**src/rtl/led_pulse_stretcher_pkg.sv**
```systemverilog
// Shared state encoding for the LED / display driver family.
package led_pulse_stretcher_pkg;

    localparam int unsigned STATE_W = 2;

    typedef enum logic [STATE_W-1:0] {
        ST_IDLE = 2'd0,
        ST_ON   = 2'd1,
        ST_GAP  = 2'd2
    } led_state_e;

endpackage

```
**src/rtl/led_pulse_stretcher_cycle_timer.sv**
```systemverilog
// Loadable down-counter that parks at zero; zero flag comes straight from the register.
module cycle_timer #(
    parameter int unsigned CNT_W = 32
) (
    input  logic             clk,
    input  logic             rst,
    input  logic             load,
    input  logic [CNT_W-1:0] load_val,
    output logic [CNT_W-1:0] value,
    output logic             zero
);

    logic [CNT_W-1:0] value_q, value_d;

    always_comb begin
        value_d = value_q;
        if (load) begin
            value_d = load_val;
        end else if (value_q != '0) begin
            value_d = value_q - 1'b1;
        end
    end

    always_ff @(posedge clk or negedge rst) begin
        if (!rst) begin
            value_q <= '0;
        end else begin
            value_q <= value_d;
        end
    end

    assign value = value_q;
    assign zero  = (value_q == '0);

endmodule

```
**src/rtl/led_pulse_stretcher.sv**
```systemverilog
// Stretches single-cycle event pulses into fixed on/off LED blinks, queueing overlapping events.
module led_pulse_stretcher
    import led_pulse_stretcher_pkg::*;
#(
    parameter int unsigned ON_CYCLES  = 4,
    parameter int unsigned OFF_CYCLES = 2,
    parameter int unsigned CNT_W      = 32,
    parameter int unsigned PEND_W     = 4
) (
    input  logic              clk,
    input  logic              rst,
    input  logic              p_in,
    input  logic              ovf_clr,
    output logic              led_out,
    output logic              busy,
    output logic [PEND_W-1:0] pending,
    output logic              ovf
);

    localparam logic [CNT_W-1:0]  ON_LOAD   = CNT_W'(ON_CYCLES - 1);
    localparam logic [CNT_W-1:0]  OFF_LOAD  = CNT_W'(OFF_CYCLES - 1);
    localparam logic [PEND_W-1:0] PEND_MAX  = '1;

    led_state_e        state_q, state_d;
    logic [PEND_W-1:0] pend_q, pend_d;
    logic              ovf_q, ovf_d;
    logic              led_q, led_d;
    logic              busy_q, busy_d;
    logic              pend_inc, pend_dec;
    logic              tmr_load;
    logic [CNT_W-1:0]  tmr_load_val;
    logic [CNT_W-1:0]  tmr_value;
    logic              tmr_zero;

    cycle_timer #(
        .CNT_W(CNT_W)
    ) u_timer (
        .clk      (clk),
        .rst      (rst),
        .load     (tmr_load),
        .load_val (tmr_load_val),
        .value    (tmr_value),
        .zero     (tmr_zero)
    );

    always_comb begin
        state_d      = state_q;
        tmr_load     = 1'b0;
        tmr_load_val = '0;
        pend_inc     = 1'b0;
        pend_dec     = 1'b0;
        unique case (state_q)
            ST_IDLE: begin
                if (p_in) begin
                    state_d      = ST_ON;
                    tmr_load     = 1'b1;
                    tmr_load_val = ON_LOAD;
                end
            end
            ST_ON: begin
                pend_inc = p_in;
                if (tmr_zero) begin
                    state_d      = ST_GAP;
                    tmr_load     = 1'b1;
                    tmr_load_val = OFF_LOAD;
                end
            end
            ST_GAP: begin
                if (tmr_zero) begin
                    // A fresh pulse at gap exit either starts the blink directly
                    // (empty queue) or replaces the queued event being consumed.
                    if (pend_q != '0) begin
                        state_d      = ST_ON;
                        tmr_load     = 1'b1;
                        tmr_load_val = ON_LOAD;
                        pend_dec     = 1'b1;
                        pend_inc     = p_in;
                    end else if (p_in) begin
                        state_d      = ST_ON;
                        tmr_load     = 1'b1;
                        tmr_load_val = ON_LOAD;
                    end else begin
                        state_d = ST_IDLE;
                    end
                end else begin
                    pend_inc = p_in;
                end
            end
            default: state_d = ST_IDLE;
        endcase
    end

    always_comb begin
        pend_d = pend_q;
        ovf_d  = ovf_q;
        if (ovf_clr) begin
            ovf_d = 1'b0;
        end
        if (pend_inc && !pend_dec) begin
            if (pend_q == PEND_MAX) begin
                ovf_d = 1'b1;
            end else begin
                pend_d = pend_q + 1'b1;
            end
        end else if (pend_dec && !pend_inc) begin
            pend_d = pend_q - 1'b1;
        end
        led_d  = (state_d == ST_ON);
        busy_d = (state_d != ST_IDLE);
    end

    always_ff @(posedge clk or negedge rst) begin
        if (!rst) begin
            state_q <= ST_IDLE;
            pend_q  <= '0;
            ovf_q   <= 1'b0;
            led_q   <= 1'b0;
            busy_q  <= 1'b0;
        end else begin
            state_q <= state_d;
            pend_q  <= pend_d;
            ovf_q   <= ovf_d;
            led_q   <= led_d;
            busy_q  <= busy_d;
        end
    end

    assign led_out = led_q;
    assign busy    = busy_q;
    assign pending = pend_q;
    assign ovf     = ovf_q;

endmodule

```
**config.mk**
```make
export PLATFORM = sky130hd
export DESIGN_NAME = led_pulse_stretcher
export DESIGN_NICKNAME = d
export VERILOG_FILES = /design/src/rtl/led_pulse_stretcher_pkg.sv /design/src/rtl/led_pulse_stretcher_cycle_timer.sv /design/src/rtl/led_pulse_stretcher.sv
export SDC_FILE = /design/constraint.sdc
export NUM_CORES = 1
export LEC_CHECK = 0
export CORE_MARGIN = 5
export CORE_UTILIZATION = 60
export CTS_CLUSTER_SIZE = 25
export DETAILED_ROUTE_END_ITERATION = 7
export PLACE_DENSITY = 0.81
export RECOVER_POWER = 50
export SLEW_MARGIN = 20
export SYNTH_ARGS = -nofsm -noshare
export SYNTH_HDL_FRONTEND = slang
export SYNTH_HIERARCHICAL = 1
export SYNTH_SLANG_ARGS = --single-unit
export TNS_END_PERCENT = 30
```
**constraint.sdc**
```tcl
create_clock -name clk -period 4.2 [get_ports clk]
set_input_delay 0.63 -clock clk [delete_from_list [all_inputs] [get_ports clk]]
set_output_delay 0.63 -clock clk [all_outputs]
set_load 0.02 [all_outputs]
```
==> metrics.md, run 1 <==
| Metric | Value |
|---|---|
| Worst hold path startpoint | `pending[3]` |
| Synthesized area | `2500 µm²` |
| Final std cells w/o fill | `364` |
| First-pass GRT wire length | `9200 µm` |
| Tmin final | `3180 ps` |
| Ys async rst share | `100%` |
| Reg-to-reg startpoint | `u_timer/value[0]` |
| FF+latch count, synth | `41` |
| Most common cell after layout, fill and taps aside | `dfrtp_1` |
| CTS tree | `built` |
| Final period util | `about 76%` |
| Vias per inst | `5.63` |
| Clock transition at the registers of the reported paths | `roughly 80 ps` |
| Max_slew headroom | `-43.5%` |
| Failing checks | `capacitance limit, slew limit` |
| Largest stage delay, worst path | `slightly below 600 ps` |
| Number of synthesized flops with an enable pin | `0` |
| Slew Limit Fails | `42` |
| Setup bufs post-CTS | `0` |
| Port bufs | `10` |
| # clock sinks | `41` |
| Initial antenna violation count | `0` |
| Horiz. Die Dim | `74.5 µm` |
| Sequential Power Share | `around two fifths` |
| CP Capture Type | `flop` |
| # rows | `23` |
| DRT Pass-1 Iters | `4` |
| Sw frac | `around 40%` |
| Sw Pwr | `0.000809 W` |
| Worst Path Max Fanout | `30` |
| # resized after CTS | `0` |
| Max_cap viols | `1` |
| Measured slew at the worst slew-check pin | `2150 ps` |
| Clk_skew | `8.43 ps` |
| Routed wire length | `5140 µm` |
| DR iter-0 viols | `142` |
| Hold-fix buffers, CTS | `0` |
| Core Region | `4030 µm²` |
| IO Count | `11` |
| Area grow syn2layout | `15.6%` |
| Crit-path slowest cell | `a21oi_4` |
| Starting density of the core | `62.0%` |
| Hold Fails Final Rpt | `0` |
| Fillcell total | `between 300 and 400` |
| F_max | `roughly 0.31 GHz` |
| H-tree depth | `2` |
| DR DRC count | `0` |
| Critical path cell sequence | `inv_1 > ha_1 > nor2b_1 > nand4_2 > nor3_4 > buf_4 > a21o_1 > nand2_1 > a21oi_4 > and3b_1 > a21oi_1 > o41ai_1` |
| Setup crit start kind | `flop` |
| Post-synth top flop | `dfrtp_1` |
| Final Setup Violations | `0` |
| Final nets | `324` |
| Die area | `5550 µm²` |
| Class of the worst hold path | `flop to flop` |
| Most frequent cells in the layout | `dfrtp_1, nand2_1, conb_1` |
| Clock root cell | `clkbuf_8` |
| RSZ-0062 raised after global routing | `false` |
| Max Buffers Root-to-Sink | `2` |
| Post-route antenna net violation count | `0` |
| Critical Path RT | `between 4000 and 5000 ps` |
| Status | `finished with violations` |
| Synth Instances | `271` |
| Critical Path AT | `3330 ps` |
| Pwr Total | `about 0.002 W` |
| Die height | `74.5 µm` |
| DP HPWL | `between 3000 and 4000 µm` |
| Gate power share | `43.2%` |
| PwrDens | `694 nW/µm²` |
| Remaining global-route overflow | `0` |
| Placed insts | `between 300 and 400` |
| Share of layout cells above drive strength 1 | `9.87%` |
| Ys Warns | `6` |
| Buf/Inv on CP | `2` |
| Clk pwr share | `16.5%` |
| Total CTS buffers | `5` |
| Vias in the first global route | `2023` |
| Crit path max-delay family | `simple AND/OR/NAND/NOR gates` |
| Sequential area share after synthesis | `41.1%` |
| Internal power | `0.00119 W` |
| Setup crit start | `u_timer/value[0]` |
| Vias after detailed routing | `2048` |
| GRT Resource Usage Total | `a little over a fifth` |
| Netlist cell types | `47` |
| Later-pin clock latency in the skew report | `290 ps` |
| Setup tns final | `0 ps` |
| Mapped Avg Cell Area | `9.22 µm²` |
| Crit Path Class | `flop to flop` |
| Routed WL per cell | `14.1 µm` |
| Peak supply drop | `0.000514 V` |
| Placer Congestion | `0.857` |
| Largest net degree at the start of global routing | `42` |
| Ant. Diodes | `0` |
| LEAKAGE | `between 1 and 1.5 nW` |
## kinds of logic (layout without fill, tap and decap cells)
kind of cell / Yosys count / in the layout / synth area share (%)
other: 1 / 30 / 0.150
flip-flops: 41 / 41 / 41.1
multiplexers: 8 / 8 / 3.51
XOR/XNOR: 26 / 26 / 9.12
buffers and inverters: 17 / 31 / 2.66
AO/OA/AOI/OAI: 56 / 56 / 15.5
AND/OR/NAND/NOR: 115 / 115 / 24.4
adder cells (fa/ha/maj): 7 / 7 / 3.51
## per-stage QoR
| step | worst slack [ps] | util (%) | hold WS, ps | cell area (µm²) |
|---|---|---|---|---|
| after floorplan | 1010 | - | 334 | 2610 |
| after global placement | 1180 | 68.8 | 524 | 2770 |
| after detailed placement | 1060 | 68.8 | 531 | 2770 |
| after CTS | 1030 | 71.7 | 495 | 2890 |
| after global routing | 724 | 71.7 | 564 | 2890 |
| final | 1020 | 71.7 | 536 | 2890 |
## layer usage
layer	routed length (µm)	up-vias	track usage [%]
met5	0	-	0
met4	78	0	6.13
met3	207	8	4.59
met2	2530	41	34.9
met1	2330	975	28.7
li1	-	1024	-
## power by group through the flow
| stage | Clock, W | Sequential (W) | Combinational [W] |
|---|---|---|---|
| after detailed placement | 0 | 0.000811 | 0.000859 |
| final | 0.000330 | 0.000807 | 0.000865 |
| after global placement | 0 | 0.000804 | 0.000836 |
| after global routing | 0.000356 | 0.000841 | 0.000969 |
| after CTS | 0.000339 | 0.000807 | 0.000867 |
| after floorplan | 0 | 0.000799 | 0.000628 |
## worst reg2reg max path: stages, from the launching register on
cell     delay, ps
dfrtp_1        410
inv_1          110
ha_1           210
nor2b_1        260
nand4_2        200
nor3_4         240
buf_4          310
a21o_1         170
nand2_1         80
a21oi_4        590
and3b_1        260
a21oi_1        120
o41ai_1         90
## final cells by class
class,instances,area (µm²),area share [%]
clock buffers,7,86.3,2.99
clock inverters,1,30.0,1.04
inverters,9,33.8,1.17
multi-input cells,242,1530,52.8
flip-flops and latches,41,1030,35.5
well taps,50,62.6,2.17
repair buffers,14,124,4.29
## registers in the layout (all words and copies together), names as in the netlist
signal,count
led_out,1
pending,4
busy,1
ovf,1
u_timer/value,32
state_q,2
## path summary, 6_finish.rpt
| kind | slack (ps) | cells after the start | endpoint |
|---|---|---|---|
| max reg2reg | 1020 | 12 | u_timer/value[9] |
| min in group asynchronous | 950 | 1 | led_out |
| max | 1020 | 12 | u_timer/value[9] |
| min reg2reg | 540 | 1 | pending[3] |
| max in group asynchronous | 2010 | 1 | pending[3] |
| min | 540 | 1 | pending[3] |
## synth_stat cells, drive strengths merged, types with 2 or more instances
library cell / n / share of area [%]
nor2: 20 / 3.0
mux2i: 2 / 0.80
or3: 4 / 1.0
a2bb2oi: 2 / 0.70
nor3: 19 / 4.3
or4: 3 / 0.90
nand3: 5 / 1.2
nor4: 8 / 2.6
dfrtp: 41 / 41
a31oi: 2 / 0.50
clkbuf: 6 / 0.90
xnor2: 21 / 7.4
o31ai: 15 / 4.5
a21oi: 8 / 1.6
xor2: 5 / 1.8
or2: 5 / 1.4
ha: 7 / 3.5
o21ai: 16 / 3.2
nand2b: 2 / 0.50
a2111oi: 2 / 0.95
o41ai: 3 / 1.4
mux2: 6 / 2.7
buf: 2 / 0.40
nor2b: 7 / 1.8
nand2: 32 / 4.8
o31a: 2 / 0.70
nand4: 6 / 1.8
inv: 9 / 1.4
(Power assumes the default switching activity.)
==> run 2: changes to the inputs <==
==> constraint.sdc (replaced) <==
create_clock -name clk -period 3 [get_ports clk]
set_input_delay 0.45 -clock clk [delete_from_list [all_inputs] [get_ports clk]]
set_output_delay 0.45 -clock clk [all_outputs]
set_load 0.02 [all_outputs]
==> metrics.md, run 2 (synthesis results as in run 1) <==
| Metric | Value |
|---|---|
| Setup tns final | `0 ps (unchanged)` |
| Ant. Diodes | `0 (unchanged)` |
| Starting density of the core | `62.0% (unchanged)` |
| Setup bufs post-CTS | `0 (unchanged)` |
| Setup crit start kind | `flop (unchanged)` |
| Most frequent cells in the layout | `dfrtp_1, nand2_1, conb_1 (unchanged)` |
| CTS tree | `built (unchanged)` |
| Total CTS buffers | `5 (unchanged)` |
| R2R Path End | `pending[3] (was u_timer/value[9])` |
| Hold Fails Final Rpt | `0 (unchanged)` |
| Routed wire length | `5500 µm (was 5140 µm)` |
| Final Setup Violations | `0 (unchanged)` |
| Placer Congestion | `0.945 (was 0.857)` |
| Horiz. Die Dim | `74.5 µm (unchanged)` |
| IO Count | `11 (unchanged)` |
| Setup WS pre-CTS | `81.8 ps (was 1060 ps)` |
| Critical Path AT | `2930 ps (was 3330 ps)` |
| DRT Pass-1 Iters | `4 (unchanged)` |
| Clock root cell | `clkbuf_8 (unchanged)` |
| Peak supply drop | `0.000701 V (was 0.000514 V)` |
| Clk_skew | `6.68 ps (was 8.43 ps)` |
| Vias after detailed routing | `2110 (was 2048)` |
| Max Buffers Root-to-Sink | `2 (unchanged)` |
| Post-route antenna net violation count | `0 (unchanged)` |
| Final setup margin | `237 ps (was 1020 ps)` |
| Max_slew headroom | `-48.0% (was -43.5%)` |
| Critical Path RT | `3170 ps (was 4360 ps)` |
| RSZ-0062 raised after global routing | `false (unchanged)` |
| Largest net degree at the start of global routing | `42 (unchanged)` |
| Fillcell total | `304 (was 311)` |
| Final nets | `334 (was 324)` |
| First-pass GRT wire length | `9670 µm (was 9200 µm)` |
| Area grow syn2layout | `18.5% (was 15.6%)` |
| GRT Resource Usage Total | `22.6% (was 21.3%)` |
| CP Capture Type | `flop (unchanged)` |
| PwrDens | `954 nW/µm² (was 694 nW/µm²)` |
| R2R depth | `12 (unchanged)` |
| Tmin final | `2760 ps (was 3180 ps)` |
| Measured slew at the worst slew-check pin | `2220 ps (was 2150 ps)` |
| Port bufs | `10 (unchanged)` |
| Status | `finished with violations (unchanged)` |
| Reg-to-reg startpoint | `u_timer/value[0] (unchanged)` |
| Die height | `74.5 µm (unchanged)` |
| Routed WL per cell | `14.7 µm (was 14.1 µm)` |
| DP HPWL | `3880 µm (was 3610 µm)` |
| Clock transition at the registers of the reported paths | `90 ps (was 80 ps)` |
| Hold slack | `543 ps (was 536 ps)` |
| # rows | `23 (unchanged)` |
| Core Region | `4030 µm² (unchanged)` |
| Most common cell after layout, fill and taps aside | `dfrtp_1 (unchanged)` |
| Die area | `5550 µm² (unchanged)` |
| Hold-fix buffers, CTS | `0 (unchanged)` |
| LEAKAGE | `1.19 nW (was 1.16 nW)` |
| CP endpoint | `pending[3] (was u_timer/value[9])` |
| Remaining global-route overflow | `0 (unchanged)` |
| DR DRC count | `0 (unchanged)` |
| Max FFs per register | `32 (unchanged)` |
| Max_cap viols | `1 (unchanged)` |
| # clock sinks | `41 (unchanged)` |
| Final Util | `73.5% (was 71.7%)` |
| Worst Path Max Fanout | `4 (was 30)` |
| Share of layout cells above drive strength 1 | `14.8% (was 9.87%)` |
| Failing checks | `capacitance limit, slew limit (unchanged)` |
| Initial antenna violation count | `0 (unchanged)` |
| Crit Path Class | `flop to flop (unchanged)` |
| Final period util | `92.1% (was 75.7%)` |
| Class of the worst hold path | `flop to flop (unchanged)` |
| Slew Limit Fails | `42 (unchanged)` |
| DR iter-0 viols | `225 (was 142)` |
| F_max | `0.362 GHz (was 0.315 GHz)` |
| R2r setup slk | `240 ps (was 1020 ps)` |
| Setup crit start | `u_timer/value[0] (unchanged)` |
| Vias per inst | `5.64 (was 5.63)` |
| Later-pin clock latency in the skew report | `300 ps (was 290 ps)` |
| Vias in the first global route | `2130 (was 2023)` |
| H-tree depth | `2 (unchanged)` |
[run 2: changes by cell type in the layout (fill, tap and decap cells not counted), sizes merged]
cell | before | now
clkinvlp | 0 | 1
clkinv | 0 | 2
buf | 4 | 14
bufinv | 1 | 0
clkbuf | 8 | 6
[run 2: critical path, stage by stage, from the launching register on]
cell and delay (ps):
dfrtp_1 420, inv_1 100, ha_2 210, nor2b_4 170, nand4_2 190, nor3_4 200
nor2b_1 110, a21oi_2 150, or2_4 160, ha_2 290, a2111oi_2 370, a2111oi_2 100
xor2_1 150
[run 2: area by class of cell]
class,count,area [µm²],area share [%]
multi-input combinational,242,1550,52.5
tap,50,62.6,2.11
timing repair buffer,24,199,6.72
inverter,9,33.8,1.14
clock inverter,3,17.5,0.592
sequential,41,1030,34.7
clock buffer,5,68.8,2.32
[run 2: worst min path at each step]
stage / startpoint / endpoint / cells past startpoint
6_report: u_timer/value[9] / u_timer/value[9] / 1
5_1_grt: u_timer/value[9] / u_timer/value[9] / 1
4_1_cts: rst / u_timer/value[7] / 1
3_5_place_dp: u_timer/value[9] / u_timer/value[9] / 1
3_3_place_gp: u_timer/value[9] / u_timer/value[9] / 1
2_1_floorplan: rst / busy / 0
[run 2: per-layer routing]
metal	wire, µm	global-route usage [%]	up-vias
met5	0	0	-
met4	123	9.49	0
met3	229	5.00	17
met2	2670	36.9	50
met1	2480	29.1	992
li1	-	-	1051
[run 2: what timing repair did]
item / 4_1_cts / 5_1_grt
setup endpoints to repair: 0 / 2
gates resized for setup: 0 / 7
endpoints found under the hold margin: 0 / 0
[run 2: power by group]
group | leakage [nW] | internal, W | switching, W
Clock | 0.0439 | 0.000161 | 0.000204
Sequential | 0.500 | 0.000816 | 0.000329
Combinational | 0.649 | 0.000656 | 0.000658
Total | 1.19 | 0.00163 | 0.00119
[run 2: per-stage QoR]
step	std cells	cell area [µm²]	total power (W)
6_report	374	2960	0.00282
2_1_floorplan	300	2610	0.00200
3_3_place_gp	366	2850	0.00235
4_1_cts	374	2940	0.00279
5_1_grt	374	2960	0.00306
3_5_place_dp	366	2850	0.00241
==> run 3: changes to the inputs <==
==> constraint.sdc (replaced) <==
create_clock -name clk -period 2.74 [get_ports clk]
set_input_delay 0.411 -clock clk [delete_from_list [all_inputs] [get_ports clk]]
set_output_delay 0.411 -clock clk [all_outputs]
set_load 0.02 [all_outputs]
==> metrics.md, run 3 (synthesis results as in run 1) <==
| Metric | Value |
|---|---|
| Final period util | `95.4% (was 92.1%)` |
| DR iter-0 viols | `173 (was 225)` |
| Routed WL per cell | `15.1 µm (was 14.7 µm)` |
| Clock transition at the registers of the reported paths | `80 ps (was 90 ps)` |
| # rows | `23 (unchanged)` |
| Max Buffers Root-to-Sink | `2 (unchanged)` |
| Hold-fix buffers, CTS | `0 (unchanged)` |
| Hold Fails Final Rpt | `0 (unchanged)` |
| Status | `finished with violations (unchanged)` |
| Routed wire length | `5770 µm (was 5500 µm)` |
| Setup crit start kind | `flop (unchanged)` |
| Clock root cell | `clkbuf_8 (unchanged)` |
| Worst hold endpoint | `ovf (was u_timer/value[9])` |
| IO Count | `11 (unchanged)` |
| Vias in the first global route | `2158 (was 2130)` |
| Reg-to-reg startpoint | `u_timer/value[7] (was u_timer/value[0])` |
| R2R Path End | `pending[2] (was pending[3])` |
| Die area | `5550 µm² (unchanged)` |
| R2R depth | `10 (was 12)` |
| Failing checks | `capacitance limit, slew limit (unchanged)` |
| Register area | `1030 µm² (about the same)` |
| F_max | `0.382 GHz (was 0.362 GHz)` |
| CTS tree | `built (unchanged)` |
| Core Region | `4030 µm² (unchanged)` |
| Top Usage Layer GRT | `met2 (unchanged)` |
| Hold path depth | `2 (was 1)` |
| Peak supply drop | `0.000694 V (was 0.000701 V)` |
| Later-pin clock latency in the skew report | `300 ps (about the same)` |
| M3 GR Usage | `5.68% (was 5.00%)` |
| Class of the worst hold path | `flop to flop (unchanged)` |
| Final nets | `343 (was 334)` |
| GRT Resource Usage Total | `22.9% (was 22.6%)` |
| Remaining global-route overflow | `0 (unchanged)` |
| Global-route met1 utilization | `29.9% (was 29.1%)` |
| Starting density of the core | `62.0% (unchanged)` |
| Tmin final | `2610 ps (was 2760 ps)` |
| DR DRC count | `0 (unchanged)` |
| Ant. Diodes | `0 (unchanged)` |
| Vias per inst | `5.69 (was 5.64)` |
| R2r setup slk | `130 ps (was 240 ps)` |
| CP Capture Type | `flop (unchanged)` |
| DP HPWL | `3860 µm (was 3880 µm)` |
| Share of layout cells above drive strength 1 | `18.9% (was 14.8%)` |
| Total CTS buffers | `5 (unchanged)` |
| Worst Path Max Fanout | `3 (was 4)` |
| DRT Pass-1 Iters | `4 (unchanged)` |
| Final Setup Violations | `0 (unchanged)` |
| Area grow syn2layout | `26.4% (was 18.5%)` |
| LEAKAGE | `1.27 nW (was 1.19 nW)` |
| Final setup margin | `125 ps (was 237 ps)` |
| Largest net degree at the start of global routing | `42 (unchanged)` |
| Setup WS pre-CTS | `-16.2 ps (was 81.8 ps)` |
| Placed Area | `2930 µm² (was 2850 µm²)` |
| Fillcell total | `268 (was 304)` |
| Clk_skew | `16.3 ps (was 6.68 ps)` |
| Most frequent cells in the layout | `dfrtp_1, nand2_1, conb_1 (unchanged)` |
| Measured slew at the worst slew-check pin | `2140 ps (was 2220 ps)` |
| # clock sinks | `41 (unchanged)` |
| Critical Path RT | `2920 ps (was 3170 ps)` |
| Max_cap viols | `1 (unchanged)` |
| Max FFs per register | `32 (unchanged)` |
| Pwr Total | `0.00340 W (was 0.00282 W)` |
| Most common cell after layout, fill and taps aside | `dfrtp_1 (unchanged)` |
| Initial antenna violation count | `0 (unchanged)` |
| Die height | `74.5 µm (unchanged)` |
| Port bufs | `10 (unchanged)` |
| Horiz. Die Dim | `74.5 µm (unchanged)` |
| Vias after detailed routing | `2179 (was 2110)` |
| PwrDens | `1080 nW/µm² (was 954 nW/µm²)` |
| GRT met2 Usage | `37.2% (was 36.9%)` |
| Crit Path Class | `flop to flop (unchanged)` |
| Critical Path AT | `2790 ps (was 2930 ps)` |
| Final Cell Area | `3160 µm² (was 2960 µm²)` |
| First-pass GRT wire length | `9790 µm (was 9670 µm)` |
| Worst hold path startpoint | `ovf (was u_timer/value[9])` |
| Slew Limit Fails | `42 (unchanged)` |
| Multi-input gate area | `1640 µm² (was 1550 µm²)` |
| Max_slew headroom | `-42.9% (was -48.0%)` |
| Placer Congestion | `0.917 (was 0.945)` |
| H-tree depth | `2 (unchanged)` |
| Post-route antenna net violation count | `0 (unchanged)` |
run 3: worst max-delay path by stage:
stage,startpoint,end,slack [ps],depth (start not counted)
after floorplan,u_timer/value[7],pending[2],-130,11
after global placement,u_timer/value[16],u_timer/value[9],40,10
after detailed placement,u_timer/value[16],u_timer/value[30],-20,10
after CTS,u_timer/value[7],u_timer/value[30],40,10
after global routing,u_timer/value[7],pending[2],-40,10
final,u_timer/value[7],pending[2],130,10
run 3: final cells by class:
cell class	instances	share of cell area, %
Tap cell	50	1.98
Sequential cell	41	32.5
Clock buffer	7	2.73
Multi-Input combinational cell	242	51.9
Clock inverter	1	0.951
Inverter	9	1.07
Timing Repair Buffer	33	8.84
run 3: through the flow:
stage / instances / setup TNS, ps / hold slack, ps / utilization (%)
after global routing: 383 / -52.7 / 576 / 78.4
after CTS: 377 / 0 / 272 / 75.9
after detailed placement: 369 / -17.9 / 527 / 72.8
final: 383 / 0 / 536 / 78.4
after global placement: 369 / 0 / 520 / 72.8
after floorplan: 300 / -394 / 115 / -
run 3: repair_timing:
item                       4_1_cts  5_1_grt
gates resized for setup          2       10
setup endpoints to repair        7       34
pin swaps                        1        3
setup buffers                    0        6
run 3: critical path: stages (launching register included):
cell      delay (ps)
dfrtp_1          440
nor4_4           380
nand4_4          150
nor3_4           250
nor2b_4           80
o21ba_4          200
mux2_2           260
ha_2             160
o21bai_1         160
xor2_1           140
mux2_2           260
run 3: per-layer routing:
metal | share of wire [%] | up-vias
met4 | 1.4 | 0
li1 | - | 1064
met3 | 5.1 | 11
met1 | 46 | 1053
met2 | 48 | 51
met5 | 0 | -
run 3: power by group:
| group | internal, W | switching, W |
|---|---|---|
| Combinational | 0.000822 | 0.000820 |
| Sequential | 0.000895 | 0.000350 |
| Clock | 0.000297 | 0.000219 |
| Total | 0.00201 | 0.00139 |
